$ cat src/rtl/isp_yuv422_pack.sv
// isp_yuv422_pack
// Converts a per-pixel YUV444 stream (href/vsync qualified) into YUYV 4:2:2
// words. Chroma is averaged with rounding over each horizontal pixel pair. The
// words are buffered in a show-ahead FIFO that drains through valid/ready.
//
// Ports
//   pclk, rst             : pixel clock, asynchronous active-high reset
//   in_href, in_vsync     : line active / frame blanking (rise = frame start)
//   in_y, in_u, in_v      : YUV444 pixel, BITS each
//   out_valid, out_ready  : FIFO head handshake
//   out_data              : {V, Y1, U, Y0}, Y0 is the earlier pixel
//   out_sof, out_eol      : head word is first of frame / last of line
//   frame_done            : pulse after the eol word of line HEIGHT-1 is written
//   ovf, line_err         : sticky per-frame status, cleared by vsync rise
module isp_yuv422_pack #(
    parameter int BITS       = 8,
    parameter int WIDTH      = 1280,
    parameter int HEIGHT     = 960,
    parameter int FIFO_DEPTH = 16
) (
    input  logic              pclk,
    input  logic              rst,
    input  logic              in_href,
    input  logic              in_vsync,
    input  logic [BITS-1:0]   in_y,
    input  logic [BITS-1:0]   in_u,
    input  logic [BITS-1:0]   in_v,
    output logic              out_valid,
    input  logic              out_ready,
    output logic [4*BITS-1:0] out_data,
    output logic              out_sof,
    output logic              out_eol,
    output logic              frame_done,
    output logic              ovf,
    output logic              line_err
);

    localparam int HALF = WIDTH / 2;
    localparam int WIW  = $clog2(HALF + 1);
    localparam int LCW  = $clog2(HEIGHT + 1);
    localparam int AW   = $clog2(FIFO_DEPTH);
    localparam int CW   = AW + 1;
    localparam int EW   = 4 * BITS + 2;

    localparam logic [WIW-1:0] IDX_FULL  = WIW'(HALF);
    localparam logic [WIW-1:0] IDX_LAST  = WIW'(HALF - 1);
    localparam logic [LCW-1:0] LINE_LAST = LCW'(HEIGHT - 1);
    localparam logic [CW-1:0]  DEPTH_C   = CW'(FIFO_DEPTH);

    // input register stage
    logic            href_r, href_p, vsync_r, vsync_p;
    logic [BITS-1:0] y_r, u_r, v_r;

    // packing state
    logic            phase;
    logic [WIW-1:0]  widx;
    logic [LCW-1:0]  line_cnt;
    logic [BITS-1:0] y0, u0, v0;
    logic            sof_armed, drop, done_seen;

    // FIFO
    logic [EW-1:0]   mem [FIFO_DEPTH];
    logic [AW-1:0]   wptr, rptr;
    logic [CW-1:0]   count;
    logic [EW-1:0]   head;

    // combinational
    logic            href_rise, href_fall, vsync_rise;
    logic            phase_eff, line_full, form, eol;
    logic [WIW-1:0]  widx_eff;
    logic [BITS-1:0] u_avg, v_avg;
    logic            pop, try_push, push_ok, push_fail, last_push;
    logic [EW-1:0]   wr_entry;

    always_ff @(posedge pclk or posedge rst) begin
        if (rst) begin
            href_r  <= 1'b0;
            href_p  <= 1'b0;
            vsync_r <= 1'b0;
            vsync_p <= 1'b0;
            y_r     <= '0;
            u_r     <= '0;
            v_r     <= '0;
        end else begin
            href_r  <= in_href;
            href_p  <= href_r;
            vsync_r <= in_vsync;
            vsync_p <= vsync_r;
            y_r     <= in_y;
            u_r     <= in_u;
            v_r     <= in_v;
        end
    end

    always_comb begin
        href_rise  = href_r & ~href_p;
        href_fall  = ~href_r & href_p;
        vsync_rise = vsync_r & ~vsync_p;
        // a new line restarts pairing and indexing on its very first pixel
        phase_eff  = href_rise ? 1'b0 : phase;
        widx_eff   = href_rise ? '0 : widx;
        line_full  = (widx_eff == IDX_FULL);
        form       = href_r & ~line_full & ~vsync_rise & phase_eff;
        eol        = (widx_eff == IDX_LAST);
        // BITS+1 wide sum, rounded half up
        u_avg      = BITS'(({1'b0, u0} + {1'b0, u_r} + 1'b1) >> 1);
        v_avg      = BITS'(({1'b0, v0} + {1'b0, v_r} + 1'b1) >> 1);
        wr_entry   = {sof_armed, eol, v_avg, y_r, u_avg, y0};
        pop        = out_valid & out_ready;
        try_push   = form & ~drop;
        push_ok    = try_push & ((count < DEPTH_C) | pop);
        push_fail  = try_push & ~push_ok;
        last_push  = push_ok & eol & (line_cnt == LINE_LAST) & ~done_seen;
    end

    always_ff @(posedge pclk or posedge rst) begin
        if (rst) begin
            phase      <= 1'b0;
            widx       <= '0;
            line_cnt   <= '0;
            y0         <= '0;
            u0         <= '0;
            v0         <= '0;
            sof_armed  <= 1'b1;
            drop       <= 1'b0;
            done_seen  <= 1'b0;
            frame_done <= 1'b0;
            ovf        <= 1'b0;
            line_err   <= 1'b0;
        end else if (vsync_rise) begin
            phase      <= 1'b0;
            widx       <= '0;
            line_cnt   <= '0;
            sof_armed  <= 1'b1;
            drop       <= 1'b0;
            done_seen  <= 1'b0;
            frame_done <= 1'b0;
            ovf        <= 1'b0;
            line_err   <= 1'b0;
        end else begin
            frame_done <= last_push;
            if (last_push)
                done_seen <= 1'b1;
            if (href_r) begin
                if (line_full) begin
                    // pixels past WIDTH are dropped without toggling the phase
                    line_err <= 1'b1;
                end else if (!phase_eff) begin
                    y0    <= y_r;
                    u0    <= u_r;
                    v0    <= v_r;
                    phase <= 1'b1;
                    widx  <= widx_eff;
                end else begin
                    phase <= 1'b0;
                    widx  <= widx_eff + 1'b1;
                end
            end
            if (href_fall) begin
                if (phase || (widx != IDX_FULL))
                    line_err <= 1'b1;
                if (line_cnt != '1)
                    line_cnt <= line_cnt + 1'b1;
            end
            if (push_ok)
                sof_armed <= 1'b0;
            if (push_fail) begin
                ovf  <= 1'b1;
                drop <= 1'b1;
            end
        end
    end

    always_ff @(posedge pclk) begin
        if (push_ok)
            mem[wptr] <= wr_entry;
    end

    always_ff @(posedge pclk or posedge rst) begin
        if (rst) begin
            wptr  <= '0;
            rptr  <= '0;
            count <= '0;
        end else begin
            if (push_ok)
                wptr <= wptr + 1'b1;
            if (pop)
                rptr <= rptr + 1'b1;
            case ({push_ok, pop})
                2'b10:   count <= count + 1'b1;
                2'b01:   count <= count - 1'b1;
                default: count <= count;
            endcase
        end
    end

    // head is gated so the outputs read zero while the FIFO is empty
    always_comb begin
        out_valid = (count != '0);
        head      = out_valid ? mem[rptr] : '0;
        out_sof   = head[EW-1];
        out_eol   = head[EW-2];
        out_data  = head[4*BITS-1:0];
    end

endmodule
$ cat config.mk
export PLATFORM = sky130hd
export DESIGN_NAME = isp_yuv422_pack
export DESIGN_NICKNAME = d
export VERILOG_FILES = /design/src/rtl/isp_yuv422_pack.sv
export SDC_FILE = /design/constraint.sdc
export NUM_CORES = 1
export LEC_CHECK = 0
export CORE_MARGIN = 2
export CORE_UTILIZATION = 35
export DETAILED_ROUTE_END_ITERATION = 16
export HOLD_SLACK_MARGIN = 0.1
export SKIP_LAST_GASP = 1
export SLEW_MARGIN = 10
export SYNTH_ARGS = -nofsm -noshare
export SYNTH_HDL_FRONTEND = slang
export SYNTH_SLANG_ARGS = --single-unit
$ cat constraint.sdc
create_clock -name pclk -period 5.3 [get_ports pclk]
set_clock_uncertainty 0.2 [all_clocks]
set_input_delay 1.06 -clock pclk [delete_from_list [all_inputs] [get_ports pclk]]
set_output_delay 1.06 -clock pclk [all_outputs]
set_load 0.01 [all_outputs]
==> flow_summary.json, run 1 <==
{
  "dr_total_vias": 12000,
  "synth_edf_count": 544,
  "portBuffers": 66,
  "cts_max_level": 3,
  "drtAntennaViolNets": 0,
  "hpwlAfterDp_um": 31000,
  "max_slew_margin_pct": 14.7,
  "die_w_um": 271,
  "post_cts.repair.setup_buffers": 0,
  "synth_cells": 1230,
  "period_needed_ns": 4.77,
  "ys_warn_count": 0,
  "critPathCaptureType": "output port",
  "ys_ff_latch": 635,
  "cts_resized": 0,
  "synth_nets": 1287,
  "dpl_cell_area_sq_um": 27100,
  "first_global_vias": 13000,
  "core_sq_um": 71100,
  "max_cap_viol_count": 0,
  "start_util_pct": 35.2,
  "finalSetupViolations": 0,
  "ir_drop_mv": 0.249,
  "critPathKind": "reg -> out",
  "status": "complete, no violations",
  "slew_viol_final": 0,
  "syn_area_per_cell_sq_um": 20.3,
  "netlist_area_sq_um": 25000,
  "start_kind": "flip-flop",
  "cts_root_buf": "clkbuf_16",
  "cp_max_fo": 40,
  "ctsHoldBuffers": 0,
  "final_layout_size_suffix_gt1_share_pct": 23.3,
  "clk_pin_slew_ns": 0.06,
  "drtIter0Drc": 943,
  "fill_cells": 6249,
  "tightest_slew_ns": 1.27,
  "final_cells": 2346,
  "grt_setup_unrepaired": "false",
  "gp_congestion": 0.756,
  "setup_slack_ns": 0.535,
  "fin_setup_tns_ns": 0,
  "seq_area_frac_synth_pct": 74.4,
  "cts_buffers": 66,
  "insertion_delay_ns": 0.60,
  "die-area_sq_um": 73600,
  "fmax_ghz": 0.210,
  "p_total_mw": 15.0,
  "post-place-ws_ns": 1.04,
  "cts_tree": "done",
  "hold_ws_ns": 0.198,
  "antennaDiodeCount": 0,
  "drc": 0,
  "die_h_um": 271,
  "p_leak_nw": 9.76,
  "fin_nets": 1405,
  "synth_cell_types": 57,
  "grt_antenna_before_repair": 0,
  "final_util_pct": 41.1,
  "grt_pass1_wl_um": 81400,
  "wire_per_inst_um": 22.8,
  "dp.cells": 2230,
  "grt_max_degree": 49,
  "p_per_area_nw_per_um2": 513,
  "ys.flop_type": "edfxtp_1",
  "rows": 98,
  "wirelength_um": 53600,
  "io_pins": 67,
  "worstPathRequired_ns": 4.04,
  "grtUsageTotal_pct": 14.7,
  "postSynth.asyncResetShare_pct": 14.3,
  "cts_sinks": 635,
  "min_path_type": "reg -> reg",
  "grt-ovfl-total": 0,
  "min_period_over_period_pct": 89.9,
  "vias_per_cell": 5.12,
  "area_delta_synth_final_pct": 16.8,
  "drtPass1Iterations": 5,
  "critical_path_arrival_ns": 3.51,
  "finalHoldViolations": 0,
  "stdcell_area_sq_um": 29200,
  "clockBufferDepth": 3
}
[state kept, by name, indices dropped and copies added (netlist names), 4 cells and up]
register / cells
y0: 8
u0: 8
u_r: 8
widx: 10
v0: 8
count: 5
y_r: 8
rptr: 4
wptr: 4
v_r: 8
line_cnt: 10
mem: 544
[Yosys cell counts (2+ instances only)]
master / count / share of area (%)
o22ai_1: 35 / 0.88
nor4_1: 6 / 0.15
nand2b_1: 4 / 0.10
xor2_1: 15 / 0.53
o21a_1: 3 / 0.090
xnor2_1: 17 / 0.60
clkbuf_1: 18 / 0.27
o31ai_1: 2 / 0.060
mux2i_1: 69 / 2.8
and2_1: 12 / 0.30
nor3_1: 16 / 0.32
nor2b_1: 2 / 0.050
dfrtp_1: 90 / 9.0
o21bai_1: 2 / 0.060
nand2_1: 31 / 0.47
buf_4: 13 / 0.39
buf_1: 13 / 0.20
buf_2: 10 / 0.20
fa_1: 2 / 0.16
mux2_2: 28 / 1.3
a32o_1: 2 / 0.080
edfxtp_1: 544 / 65
a21o_1: 5 / 0.15
nand4_1: 7 / 0.18
a211oi_1: 2 / 0.060
and3_1: 9 / 0.23
inv_1: 15 / 0.23
o21ai_0: 11 / 0.22
a21oi_1: 17 / 0.34
ha_1: 26 / 1.3
a31oi_1: 3 / 0.075
o211ai_1: 3 / 0.090
mux4_2: 136 / 12
nand3_1: 10 / 0.20
nor2_1: 25 / 0.38
a211o_1: 3 / 0.11
or2_2: 2 / 0.050
and4b_1: 2 / 0.080
or4_1: 2 / 0.060
[placed cells by master, fill, tap and decap left out, drive strengths merged, types with 4 or more instances in the layout]
| cell type | netlist | layout |
|---|---|---|
| mux4 | 136 | 136 |
| clkinv | 0 | 24 |
| dfrtp | 90 | 90 |
| xnor2 | 17 | 17 |
| mux2i | 69 | 69 |
| clkdlybuf4s50 | 0 | 66 |
| nor2 | 25 | 25 |
| inv | 15 | 15 |
| nand2b | 5 | 5 |
| o22ai | 35 | 35 |
| nand2 | 32 | 32 |
| nor4 | 6 | 6 |
| mux2 | 28 | 28 |
| and2 | 12 | 12 |
| nand4 | 8 | 8 |
| clkbuf | 18 | 85 |
| ha | 26 | 26 |
| a21oi | 17 | 17 |
| nand3 | 10 | 10 |
| and3 | 9 | 9 |
| xor2 | 15 | 15 |
| bufinv | 0 | 4 |
| edfxtp | 544 | 544 |
| buf | 36 | 38 |
| nor3 | 17 | 17 |
| o21ai | 12 | 12 |
| o211ai | 4 | 4 |
| a21o | 5 | 5 |
[where the power goes]
group | leakage (nW) | switching (mW) | internal, mW | total, mW
clock network | 1.01 | 1.88 | 2.60 | 4.48
registers | 6.02 | 0.387 | 5.98 | 6.37
logic | 2.72 | 2.09 | 2.04 | 4.13
total | 9.76 | 4.35 | 10.6 | 15.0
[layer usage]
| metal | vias to the layer above | part of all wire, % | track usage (%) |
|---|---|---|---|
| met4 | 0 | 2.0 | 4.57 |
| met2 | 262 | 49 | 24.3 |
| met1 | 6413 | 44 | 19.6 |
| met5 | - | 0 | 0 |
| met3 | 71 | 4.8 | 3.10 |
| li1 | 5270 | - | - |
[worst paths after layout]
kind                          from           end  slack (ns)  cells past startpoint
min in group asynchronous      rst        v_r[4]        0.65                      2
min                        vsync_r       vsync_p        0.20                      0
max in group asynchronous      rst       rptr[3]        3.27                      3
max reg2reg                 href_p      count[4]        1.56                     13
max                        rptr[0]  out_data[23]        0.53                      5
min reg2reg                vsync_r       vsync_p        0.20                      0
[final cells by class]
type                            count  area (sq um)  area share (%)
Multi-Input combinational cell    526          6140            21.0
Clock buffer                       85          1800            6.15
Timing Repair Buffer              104          1100            3.75
Clock inverter                     31           297            1.02
Inverter                           15          58.8           0.201
Sequential cell                   635         18600            63.8
Tap cell                          950          1190            4.07
[logic make-up (layout without fill, tap and decap cells)]
family | after synthesis | in the layout | synth area share (%)
flip-flops | 635 | 635 | 74.4
buffers and inverters | 69 | 235 | 1.28
AND/OR/NAND/NOR | 136 | 136 | 2.89
XOR/XNOR | 32 | 32 | 1.12
AO/OA/AOI/OAI | 97 | 97 | 2.53
adder cells (fa/ha/maj) | 28 | 28 | 1.46
multiplexers | 233 | 233 | 16.3
[critical path: stages (launching register included)]
cell and delay, ns:
dfrtp_4 0.83, buf_12 0.38, mux4_2 0.56, mux2i_1 0.31, o22ai_1 0.20, clkdlybuf4s50_1 0.55
(Power assumes the default switching activity.)
==> run 2, diff against run 1 <==
--- a/config.mk
+++ b/config.mk
@@ -5,6 +5,7 @@
 export SDC_FILE = /design/constraint.sdc
 export NUM_CORES = 1
 export LEC_CHECK = 0
+export ABC_AREA = 1
 export CORE_MARGIN = 2
 export CORE_UTILIZATION = 35
 export DETAILED_ROUTE_END_ITERATION = 16
==> run 2 against run 1 <==
Against the previous run: combinational power increased by 27%; maximum frequency decreased by 5.2%; first-iteration DRC count increased by 52%; die area increased by 5.0%; final cell count increased by 45%; critical endpoint is now out_eol.
==> flow_summary.json, run 2 <==
{
  "die_h_um": 278,
  "period_needed_ns": 5.03,
  "post-place-ws_ns": 0.953,
  "ir_drop_mv": 0.682,
  "ys_ff_latch": 635,
  "yosys.area.top_type_share_pct": 62.2,
  "post_cts.repair.setup_buffers": 0,
  "syn_area_per_cell_sq_um": 11.3,
  "netlist_area_sq_um": 26300,
  "p_leak_nw": 11.2,
  "final_util_pct": 40.8,
  "max_stage_delay_ns": 0.78,
  "core_sq_um": 74300,
  "synthMuxAreaShare_pct": 0,
  "grtUsageTotal_pct": 17.2,
  "die-area_sq_um": 77300,
  "grt_pass1_wl_um": 102000,
  "ctsHoldBuffers": 0,
  "rows": 100,
  "critPathCaptureType": "output port",
  "grt_setup_unrepaired": "false",
  "setup_slack_ns": 0.271,
  "postSynth.asyncResetShare_pct": 14.3,
  "final_common_cell": "nand2_1",
  "area_delta_synth_final_pct": 15.4,
  "finalSetupViolations": 0,
  "min_period_over_period_pct": 94.9,
  "wire_per_inst_um": 19.7,
  "largest_reg_flops": 544,
  "drtPass1Iterations": 5,
  "top_register": "mem",
  "finalHoldViolations": 0,
  "max_cap_viol_count": 0,
  "min_path_type": "reg -> reg",
  "slew_viol_final": 0,
  "clockBufferDepth": 3,
  "seq_area_frac_synth_pct": 70.8,
  "drtIter0Drc": 1437,
  "cp_max_fo": 81,
  "yosys.area_share.simple_pct": 19.3,
  "synth_compound_area_share_pct": 4.70,
  "clk_pin_slew_ns": 0.06,
  "wirelength_um": 66700,
  "fmax_ghz": 0.199,
  "crit_chain": "buf_4, nand2_1, nand3_1, nand2_1, a21oi_1, o31ai_1, a21oi_1, clkdlybuf4s50_1",
  "seq_area_sq_um": 18600,
  "io_pins": 67,
  "final_cell_mix": "nand2_1 (745), edfxtp_1 (544), nand3_1 (324)",
  "synth_top_family_by_area": "simple AND/OR/NAND/NOR gates",
  "cts_root_buf": "clkbuf_16",
  "grt_antenna_before_repair": 0,
  "reg_top3": "mem (544), line_cnt (10), widx (10)",
  "start_kind": "flip-flop",
  "cts_tree": "done",
  "synth_nets": 2377,
  "antennaDiodeCount": 0,
  "dpl_cell_area_sq_um": 28100,
  "p_per_area_nw_per_um2": 530,
  "fill_cells": 6962,
  "gp_congestion": 0.816,
  "ys.flop_type": "edfxtp_1",
  "synth_cells": 2320,
  "yosys-top-cells-count": "nand2_1 (745), edfxtp_1 (544), nand3_1 (324), a21oi_1 (118), nor2_1 (118)",
  "hpwlAfterDp_um": 35300,
  "max_slew_margin_pct": 15.5,
  "multi_input_area_sq_um": 7020,
  "insertion_delay_ns": 0.62,
  "grt_max_degree": 173,
  "first_global_vias": 17300,
  "crit_path_top_delay_cell": "buf_4",
  "vias_per_cell": 5.18,
  "die_w_um": 278,
  "start_util_pct": 35.4,
  "synth_cell_types": 38,
  "tightest_slew_ns": 1.26,
  "yosysMostFrequentCell": "nand2_1",
  "critical_path_arrival_ns": 3.77,
  "cts_buffers": 66,
  "dr_total_vias": 17600,
  "yosysTopAreaCell": "edfxtp_1",
  "ys_warn_count": 0,
  "status": "complete, no violations",
  "worstPathRequired_ns": 4.04,
  "synth_area_leaders": "edfxtp_1 (62%), nand2_1 (11%), dfrtp_1 (8.6%)",
  "cts_sinks": 635,
  "critPathKind": "reg -> out",
  "synth_edf_count": 544,
  "fin_setup_tns_ns": 0,
  "synth_fa_ha_area_share_pct": 1.39,
  "stdcell_area_sq_um": 30300,
  "cts_resized": 0,
  "grt-ovfl-total": 0,
  "fin_nets": 2430,
  "crit_buf_inv": 2,
  "final_layout_size_suffix_gt1_share_pct": 7.43,
  "path_delay_family": "buffers and inverters",
  "drtAntennaViolNets": 0,
  "p_total_mw": 16.1,
  "portBuffers": 66,
  "drc": 0,
  "synth_xor_area_share_pct": 0.833,
  "cts_max_level": 3
}
## run 2: changes by cell type after synthesis, moves of 28 or more
cell	before	now
a21oi_1	17	118
clkbuf_1	18	71
inv_1	15	54
mux2_2	28	0
mux2i_1	69	0
mux4_2	136	0
nand2_1	31	745
nand3_1	10	324
nor2_1	25	118
o21ai_0	11	65
o22ai_1	35	1
o31ai_1	2	34
## run 2: report_power, final
| part | internal (mW) | total (mW) | leakage (nW) | switching, mW |
|---|---|---|---|---|
| registers | 5.94 | 6.16 | 6.05 | 0.225 |
| clock network | 2.72 | 4.66 | 1.06 | 1.94 |
| logic | 1.75 | 5.25 | 4.14 | 3.50 |
## run 2: final timing paths
kind	to	depth (start not counted)	start	slack (ns)
min in group asynchronous	y_r[4]	2	rst	0.85
hold reg to reg	vsync_p	0	vsync_r	0.18
max in group asynchronous	u0[1]	3	rst	3.03
setup reg to reg	mem[4][7]	8	href_r	1.51
hold / removal	vsync_p	0	vsync_r	0.18
setup / recovery	out_eol	8	rptr[0]	0.27
## run 2: worst register-to-register path, stage by stage, from the launching register on
cell and delay, ns:
dfrtp_1 0.51, inv_2 0.10, nor2_2 0.08, nor2_1 0.36
inv_2 0.45, nor2_2 0.31, nand3_1 0.36, nor2_4 0.52
buf_4 0.52
## run 2: area by class of cell
type,count,area share (%)
timing repair buffer,110,3.43
sequential,635,61.4
clock buffer,86,5.97
tap,969,4.00
inverter,59,0.776
multi-input combinational,1501,23.2
clock inverter,31,1.24
## run 2: cell families after synthesis
kind of cell             Yosys count
adder cells (fa/ha/maj)           28
buffers and inverters            184
AND/OR/NAND/NOR                 1222
XOR/XNOR                          25
flip-flops                       635
AO/OA/AOI/OAI                    226
## run 2: through the flow
stage,std cells,hold WS (ns)
after global routing,3391,0.202
after floorplan,2320,0.154
after global placement,3273,0.163
after detailed placement,3273,0.173
final,3391,0.180
after CTS,3390,0.187
## run 2: metal layers
metal	vias to the layer above	share of wire (%)	GRT usage, %	wire [um]
met5	-	0	0	0
met1	8711	42	22.3	28200
met4	0	3.0	6.18	2010
met3	130	5.8	2.70	3840
li1	8178	-	-	-
met2	563	49	29.3	32600
==> run 3, diff against run 2 <==
--- a/config.mk
+++ b/config.mk
@@ -6,10 +6,13 @@
 export NUM_CORES = 1
 export LEC_CHECK = 0
 export ABC_AREA = 1
+export CELL_PAD_IN_SITES_DETAIL_PLACEMENT = 1
+export CELL_PAD_IN_SITES_GLOBAL_PLACEMENT = 1
 export CORE_MARGIN = 2
 export CORE_UTILIZATION = 35
 export DETAILED_ROUTE_END_ITERATION = 16
 export HOLD_SLACK_MARGIN = 0.1
+export PLACE_DENSITY_LB_ADDON = 0.1
 export SKIP_LAST_GASP = 1
 export SLEW_MARGIN = 10
 export SYNTH_ARGS = -nofsm -noshare
==> run 3 against run 2 <==
Against the previous run: flip-flop and latch count is the same; highest routed layer unchanged; combinational power up 6.1%; critical path depth stayed put; sequential power barely moved; via count rose by 1.6%; count of clock-buffer cells in the layout rose by 23; largest cell class unchanged; wire length up 18%; first-iteration DRC count shrank 16%; final cell count increased by 0.88%; global-route usage increased by 3.4 points.
==> flow_summary.json, run 3 (synthesis gave the netlist of run 2 again) <==
{
  "status": "complete, no violations",
  "ir_drop_mv": 0.332,
  "post-place-ws_ns": 1.18,
  "core_sq_um": 74300,
  "hold_ws_ns": 0.175,
  "rows": 100,
  "min_period_over_period_pct": 89.1,
  "p_total_mw": 16.7,
  "cts_tree": "done",
  "drtPass1Iterations": 5,
  "critical_path_arrival_ns": 3.46,
  "post_cts.repair.setup_buffers": 0,
  "die_w_um": 278,
  "die_h_um": 278,
  "multi_input_area_sq_um": 7070,
  "p_leak_nw": 11.4,
  "finalHoldViolations": 0,
  "final_cells": 3421,
  "gp_congestion": 0.775,
  "final_util_pct": 41.4,
  "cts_max_level": 3,
  "tightest_slew_ns": 1.28,
  "max_cap_viol_count": 0,
  "die-area_sq_um": 77300,
  "portBuffers": 66,
  "finalSetupViolations": 0,
  "fin_nets": 2449,
  "cts_sinks": 635,
  "critPathKind": "reg -> out",
  "worstPathRequired_ns": 4.04,
  "fmax_ghz": 0.212,
  "wirelength_um": 78700,
  "ctsHoldBuffers": 0,
  "routed-wl-met3_um": 3070,
  "top_layer": "met4",
  "grt_antenna_before_repair": 0,
  "final_layout_size_suffix_gt1_share_pct": 8.44,
  "vias_per_cell": 5.22,
  "final_cell_mix": "nand2_1 (745), edfxtp_1 (544), nand3_1 (324)",
  "dpl_cell_area_sq_um": 28400,
  "drc": 0,
  "drtAntennaViolNets": 0,
  "stdcell_area_sq_um": 30700,
  "slew_viol_final": 0,
  "p_per_area_nw_per_um2": 542,
  "grt_setup_unrepaired": "false",
  "hpwlAfterDp_um": 43700,
  "top_register": "mem",
  "grt-ovfl-total": 0,
  "clockBufferDepth": 3,
  "max_slew_margin_pct": 14.2,
  "critPathCaptureType": "output port",
  "grtUsageTotal_pct": 20.6,
  "wl_met1_um": 35600,
  "first_global_vias": 18900,
  "dr_total_vias": 17900,
  "dp.cells": 3286,
  "insertion_delay_ns": 0.61,
  "final_common_cell": "nand2_1",
  "clk_pin_slew_ns": 0.06,
  "cp_max_fo": 134,
  "largest_reg_flops": 544,
  "io_pins": 67,
  "cts_resized": 0,
  "area_delta_synth_final_pct": 17.0,
  "grt_max_degree": 135,
  "setup_slack_ns": 0.577,
  "seq_area_sq_um": 18600,
  "fin_setup_tns_ns": 0,
  "antennaDiodeCount": 0,
  "start_kind": "flip-flop",
  "start_util_pct": 35.4,
  "cts_buffers": 73,
  "met2_length_um": 38400,
  "fill_cells": 7942,
  "period_needed_ns": 4.72,
  "reg_top3": "mem (544), line_cnt (10), widx (10)",
  "min_path_type": "reg -> reg",
  "grt_pass1_wl_um": 120000,
  "cts_root_buf": "clkbuf_16",
  "drtIter0Drc": 1211,
  "wire_per_inst_um": 23.0
}
## run 3: cell types whose count changed in the layout (fill, tap and decap cells not counted), sizes merged
cell,previous run,this run
buf,44,56
bufinv,6,2
clkbuf,86,109
clkinv,22,19
clkinvlp,3,2
inv,59,62
## run 3: cell type report
class	count	area share, %
clock buffer	109	6.98
tap	969	3.94
sequential	635	60.6
clock inverter	26	0.602
timing repair buffer	122	4.13
inverter	59	0.769
multi-input combinational	1501	23.0
## run 3: path summary, 6_finish.rpt
path | cells past startpoint | end | slack, ns | from
max in group asynchronous | 3 | rptr[0] | 3.32 | rst
setup / recovery | 8 | out_eol | 0.58 | rptr[0]
hold reg to reg | 0 | vsync_p | 0.18 | vsync_r
setup reg to reg | 8 | mem[0][22] | 1.35 | href_r
hold / removal | 0 | vsync_p | 0.18 | vsync_r
min in group asynchronous | 2 | widx[3] | 0.62 | rst
## run 3: worst max-delay path, stage by stage (launching register included)
cell and delay, ns:
dfrtp_4 0.60, buf_12 0.46, nand2_1 0.12, nand3_1 0.12, nand2_1 0.07, a21oi_1 0.13, o31ai_1 0.12, a21oi_1 0.40
clkdlybuf4s50_1 0.64
## run 3: report_power, final
| group | switching, mW | leakage (nW) | internal [mW] |
|---|---|---|---|
| Sequential | 0.237 | 6.05 | 5.94 |
| Clock | 2.02 | 1.14 | 2.90 |
| Combinational | 3.76 | 4.25 | 1.81 |
## run 3: layer usage
| layer | track usage [%] | vias up |
|---|---|---|
| met4 | 5.67 | 0 |
| met2 | 35.4 | 337 |
| met3 | 2.57 | 98 |
| met1 | 27.6 | 9207 |
| li1 | - | 8224 |
| met5 | 0 | - |
